[src/rtl/simple_system.sv]
// Serial weighted bit-sum: Z = sum of (i+1) for each set bit X[i], computed over
// four BUSY cycles behind a start/ready handshake.
module simple_system (
    input  logic       clk,
    input  logic       rst,
    input  logic       start,
    input  logic [3:0] X,
    output logic       ready,
    output logic [3:0] Z
);

    typedef enum logic {
        IDLE = 1'b0,
        BUSY = 1'b1
    } state_t;

    state_t     state_q, state_d;
    logic [3:0] a_q, a_d;
    logic [1:0] cnt_q, cnt_d;
    logic [3:0] acc_q, acc_d;
    logic [3:0] z_q, z_d;
    logic [3:0] addend;
    logic [3:0] sum;

    always_ff @(posedge clk or posedge rst) begin
        if (rst) begin
            state_q <= IDLE;
            a_q     <= 4'd0;
            cnt_q   <= 2'd0;
            acc_q   <= 4'd0;
            z_q     <= 4'd0;
        end else begin
            state_q <= state_d;
            a_q     <= a_d;
            cnt_q   <= cnt_d;
            acc_q   <= acc_d;
            z_q     <= z_d;
        end
    end

    // Weight of the bit under the cursor is its index plus one.
    assign addend = a_q[cnt_q] ? ({2'b00, cnt_q} + 4'd1) : 4'd0;
    assign sum    = acc_q + addend;

    always_comb begin
        state_d = state_q;
        a_d     = a_q;
        cnt_d   = cnt_q;
        acc_d   = acc_q;
        z_d     = z_q;
        case (state_q)
            IDLE: begin
                if (start) begin
                    a_d     = X;
                    acc_d   = 4'd0;
                    cnt_d   = 2'd0;
                    state_d = BUSY;
                end
            end
            BUSY: begin
                acc_d = sum;
                cnt_d = cnt_q + 2'd1;
                if (cnt_q == 2'd3) begin
                    z_d     = sum;
                    state_d = IDLE;
                end
            end
            default: state_d = IDLE;
        endcase
    end

    assign ready = (state_q == IDLE);
    assign Z     = z_q;

endmodule

[config.mk]
export PLATFORM = sky130hd
export DESIGN_NAME = simple_system
export DESIGN_NICKNAME = d
export VERILOG_FILES = /design/src/rtl/simple_system.sv
export SDC_FILE = /design/constraint.sdc
export NUM_CORES = 1
export LEC_CHECK = 0
export ABC_AREA = 0
export CORE_AREA = 2 2 39 41
export DETAILED_ROUTE_END_ITERATION = 7
export DIE_AREA = 0 0 41 43
export DONT_BUFFER_PORTS = 1
export PLACE_DENSITY_LB_ADDON = 0.05
export SYNTH_ARGS = -nofsm -noshare
export SYNTH_HDL_FRONTEND = slang
export SYNTH_SLANG_ARGS = --single-unit
[constraint.sdc]
create_clock -name clk -period 4 [get_ports clk]
set_clock_uncertainty 0.1 [all_clocks]
set_input_delay 0.8 -clock clk [delete_from_list [all_inputs] [get_ports clk]]
set_output_delay 0.8 -clock clk [all_outputs]
set_load 0.1 [all_outputs]
## Word-level counts from Yosys, hierarchy flattened

Cells that the tools add are included.

- Add/subtract/negate cells: 3
- Magnitude comparators: 1
- Equal/unequal tests: 2
- Mux-type cells: 10
- Bitwise logic cells: 1
- Reductions and logical operators: 2

Operators by type and width:

| cell | count |
|---|---|
| one-hot mux 4 bit (2 select lines) | 1 |
| adder 4 x 3 -> 4 bit | 1 |
| 2-to-1 mux 4 bit | 1 |
| one-hot mux 2 bit (2 select lines) | 1 |
| AND reduction 2 bit | 2 |
| adder 2 x 1 -> 3 bit (second input constant) | 1 |
| less-than comparator 2 x 3 -> 1 bit (second input constant) | 1 |
| 2-to-1 mux 1 bit | 3 |
| 2-to-1 mux 3 bit | 1 |
| adder 2 x 1 -> 2 bit (second input constant) | 1 |
| binary-select mux 1 bit (select 2 bit) | 1 |
| == test 2 bit (second input constant) | 1 |
| 2-to-1 mux 2 bit | 1 |
| inequality test 2 bit (second input constant) | 1 |
| one-hot mux 1 bit (2 select lines) | 1 |
| inverter 1 bit | 1 |

- Bits in registers: 15
- Input port bits: 7
- Output and inout port bits: 5
- Logic and storage cells: 24

## Longest topological paths before layout

- Depth after elaboration: 5
- Mapped depth: 8
- Gate-level depth less buffers: 8

## Least setup slack after synthesis

OpenSTA, ideal clock, no wires.

- Kind: register to register
- Start point: register cnt_q[1]
- End point: register acc_q[3]
- Setup time: 0.066 ns
- Data arrival time: 1.792 ns
- Data required time: 3.834 ns
- Path slack: 2.042 ns
- Stages on the path, launching flop included: 8
- Buffers on the path: 0
- Period minus slack after synthesis: 1.958 ns
- Cell sequence: dfrtp_1 > mux2i_1 > mux2i_1 > and2_1 > ha_1 > a21o_1 > a2111o_1 > nand3_2

- Word-level cells in the longest chain between the ends: 5
- Elaborated cells on any way between the ends: 6
- Classes of those cells: add/sub: 2; mux: 4

RTL lines:

| item | RTL line | RTL |
|---|---|---|
| from (decl) | 19 | `logic [1:0] cnt_q, cnt_d;` |
| from (signal assigned) | 35 | `cnt_q <= cnt_d;` |
| binary-select mux 1 bit (select 2 bit) | 42 | `assign addend = a_q[cnt_q] ? ({2'b00, cnt_q} + 4'd1) : 4'd0;` |
| 2-to-1 mux 1 bit (implied by the code) | 42 |  |
| 2-to-1 mux 3 bit (*) | 42 |  |
| adder 4 x 3 -> 4 bit (*) | 43 | `assign sum = acc_q + addend;` |
| one-hot mux 4 bit (2 select lines) (*) | 51 | `case (state_q)` |
| to (signal assigned) | 30 | `acc_q <= 4'd0;` |
| to (signal assigned) | 36 | `acc_q <= acc_d;` |
| to (decl) | 20 | `logic [3:0] acc_q, acc_d;` |

Every way passes the cells marked *; elsewhere a longest branch is shown, timed or not. The select of a mux whose other input is x is not followed.
A chain may end at the register's enable or synchronous reset.

## Final worst setup path

Same ends and word-level chain as after synthesis.

==> summary.md <==
| Metric | Value |
|---|---|
| Status | `finished, final reports clean` |
| DR vias/cell | `5.64` |
| Clock slew at reported path FFs | `0.09 ns` |
| MaxCap Viol Count | `0` |
| Top post-synthesis cells by area | `dfrtp_1 50%, mux2_2 9.0%, ha_1 6.7%, nand2_1 5.5%, mux2i_1 4.0%` |
| Slew @ Worst Pin | `0.915 ns` |
| Htree depth | `1` |
| Vias | `491` |
| Post-CTS setup buffers | `0` |
| GRT Util Overall | `19.1%` |
| Fill cell count | `130` |
| Crit end category | `register` |
| Multi-input logic area | `355 um2` |
| Tmin final | `2.16 ns` |
| Layout net count | `84` |
| Largest family of logic cells by synthesized area | `multiplexers` |
| RSZ-0062 raised after global routing | `no` |
| Seq/Total Area, Yosys | `50.1%` |
| Cells after Synth | `67` |
| DPL Wire Length | `984 um` |
| Hold Path Class | `input port to async pin` |
| Startpoint Class | `register` |
| Core area | `1380 um2` |
| Final Cycle Share | `53.9%` |
| Fmax | `464 MHz` |
| Yosys top cell by area | `dfrtp_1` |
| Synthesized-area fraction occupied by and/or/nand/nor cells | `11.9%` |
| Grt total ovfl | `0` |
| Mux share of post-synthesis cell area | `13.0%` |
| Endpoints failing hold | `0` |
| Syn-to-layout area delta | `6.34%` |
| Initial antenna violation count | `0` |
| Final Max Tran Viols | `0` |
| Final-report setup violation count | `0` |
| First-pass GRT wire length | `2.13 mm` |
| Port bufs | `0` |
| Post-Synth Adder-Cell Area | `9.35%` |
| Crit Path Max Fanout | `4` |
| IO Count | `12` |
| Compound-cell area share of the yosys netlist | `12.0%` |
| Pre-Repair DR Iteration Count | `4` |
| Relative max-transition margin | `39.0%` |
| Pin count of the biggest net entering global routing | `16` |
| DRC errors left | `0` |
| Clk buf depth | `2` |
| DIE AREA | `1760 um2` |
| Synth Register Bits | `15` |
| Required @ worst endpoint | `4.14 ns` |
| Seq. cell area | `375 um2` |
| Row count | `14` |
| CTS-repair resized insts | `0` |
| Initial Util | `54.2%` |
| WL per Instance | `15.8 um` |
| Synth unique cells | `24` |
| Routed Antenna Nets | `0` |
| CTS Root Cell | `clkbuf_4` |
| CP Class | `register to register` |
| Initial DRC count | `6` |
| Antenna Cells | `0` |
| Chip height | `43 um` |
| DRT Wirelength | `1.38 mm` |
| Clock sinks | `15` |
| Yosys warns | `0` |
| Vias in the first global route | `473` |
| Clock tree from TritonCTS | `built` |
| Die W | `41 um` |
| Xor/xnor share of the synthesized area | `1.17%` |
| Setup TNS | `0 ns` |
| Clk_lat worst skew | `0.29 ns` |
| Post-synthesis area per instance | `11.2 um2` |
| Post-Syn Nets | `79` |
| Share of layout cells above drive strength 1 | `19.7%` |
| Post-CTS Hold Fix Bufs | `0` |
| GPL Wtd Cong | `0.754` |
| Total CTS buffers | `3` |
| Mapped Area | `749 um2` |
| WP data arrival | `2.29 ns` |
| Post-synth top area share | `50.1%` |
==> logic make-up (layout without fill, tap and decap cells) <==
family | Yosys count | count (layout)
buf+inv | 5 | 9
compound gates | 13 | 13
flops | 15 | 15
fa+ha+maj | 5 | 5
xor+xnor | 1 | 1
mux | 9 | 9
simple gates | 19 | 19
==> layer usage <==
layer | share of wire [%] | wire length [um] | global-route usage (%)
met5 | 0 | 0 | 0
met2 | 48 | 657 | 27.8
met3 | 4.6 | 63 | 3.14
met4 | 2.8 | 39 | 12.0
met1 | 45 | 615 | 25.3
==> sequential cells by signal, summed over array words and instances (netlist names) <==
register / count
acc_q: 4
state_q: 1
Z: 4
a_q: 4
cnt_q: 2
==> Yosys cell counts (all sizes together) <==
library cell,n
a2111o,1
a211o,1
a21o,1
a21oi,2
a22o,1
and2,2
and3,1
dfrtp,15
fa,1
ha,4
inv,5
mux2,6
mux2i,3
nand2,11
nand3,2
nor2,2
nor2b,1
o21ai,4
o21bai,1
o22ai,1
o31ai,1
xnor2,1
==> stage by stage <==
stage | std cells | util, % | setup WS [ns] | hold slack (ns) | cell area [um2]
6_report | 87 | 57.6 | 1.84 | 0.329 | 797
5_1_grt | 87 | 57.6 | 1.71 | 0.401 | 797
4_1_cts | 87 | 57.6 | 1.84 | 0.361 | 797
3_5_place_dp | 83 | 55.6 | 1.91 | 0.399 | 769
3_3_place_gp | 83 | 55.6 | 1.90 | 0.392 | 769
2_1_floorplan | 67 | - | 2.04 | 0.375 | 749
==> cell type report <==
type / count / share of cell area (%)
clock buffers: 3 / 2.83
clock inverters: 1 / 0.628
well taps: 16 / 2.51
multi-input cells: 47 / 44.6
inverters: 5 / 2.35
flip-flops and latches: 15 / 47.1
==> worst max-delay path: stages, from the launching register on <==
cell and delay (ns):
dfrtp_1 0.44, mux2i_1 0.30, mux2i_1 0.14, and2_1 0.18, ha_1 0.28, a21o_1 0.18
a2111o_1 0.42, nand3_2 0.08
==> worst paths after layout <==
check | startpoint | endpoint | slack (ns) | depth (start not counted)
max in group asynchronous | rst | cnt_q[0]$_DFFE_PP0P_ | 3.11 | 1
min in group clk | a_q[1]$_DFFE_PP0P_ | a_q[1]$_DFFE_PP0P_ | 0.42 | 1
hold reg to reg | a_q[1]$_DFFE_PP0P_ | a_q[1]$_DFFE_PP0P_ | 0.42 | 1
setup / recovery | cnt_q[1]$_DFFE_PP0P_ | acc_q[3]$_DFFE_PP0P_ | 1.84 | 7
hold / removal | rst | Z[2]$_DFFE_PP0P_ | 0.33 | 1
setup reg to reg | cnt_q[1]$_DFFE_PP0P_ | acc_q[3]$_DFFE_PP0P_ | 1.84 | 7
==> placed cells by master, fill, tap and decap left out <==
| cell type | Yosys | layout |
|---|---|---|
| nand3_1 | 1 | 1 |
| mux2i_1 | 3 | 3 |
| inv_2 | 1 | 1 |
| dfrtp_1 | 15 | 15 |
| a22o_2 | 1 | 1 |
| xnor2_1 | 1 | 1 |
| inv_1 | 4 | 4 |
| o31ai_1 | 1 | 1 |
| o22ai_1 | 1 | 1 |
| and2_1 | 2 | 2 |
| ha_1 | 4 | 4 |
| nor2b_1 | 1 | 1 |
| nand3_2 | 1 | 1 |
| a211o_2 | 1 | 1 |
| and3_1 | 1 | 1 |
| a21o_1 | 1 | 1 |
| o21ai_0 | 4 | 4 |
| o21bai_1 | 1 | 1 |
| mux2_2 | 6 | 6 |
| clkinv_2 | 0 | 1 |
| nor2_1 | 2 | 2 |
| a2111o_1 | 1 | 1 |
| a21oi_1 | 2 | 2 |
| clkbuf_4 | 0 | 3 |
| nand2_1 | 11 | 11 |
| fa_1 | 1 | 1 |
Power is left out: the tool's default activity adds up to more than one toggle a clock period on the data nets, which glitch-free logic cannot reach.
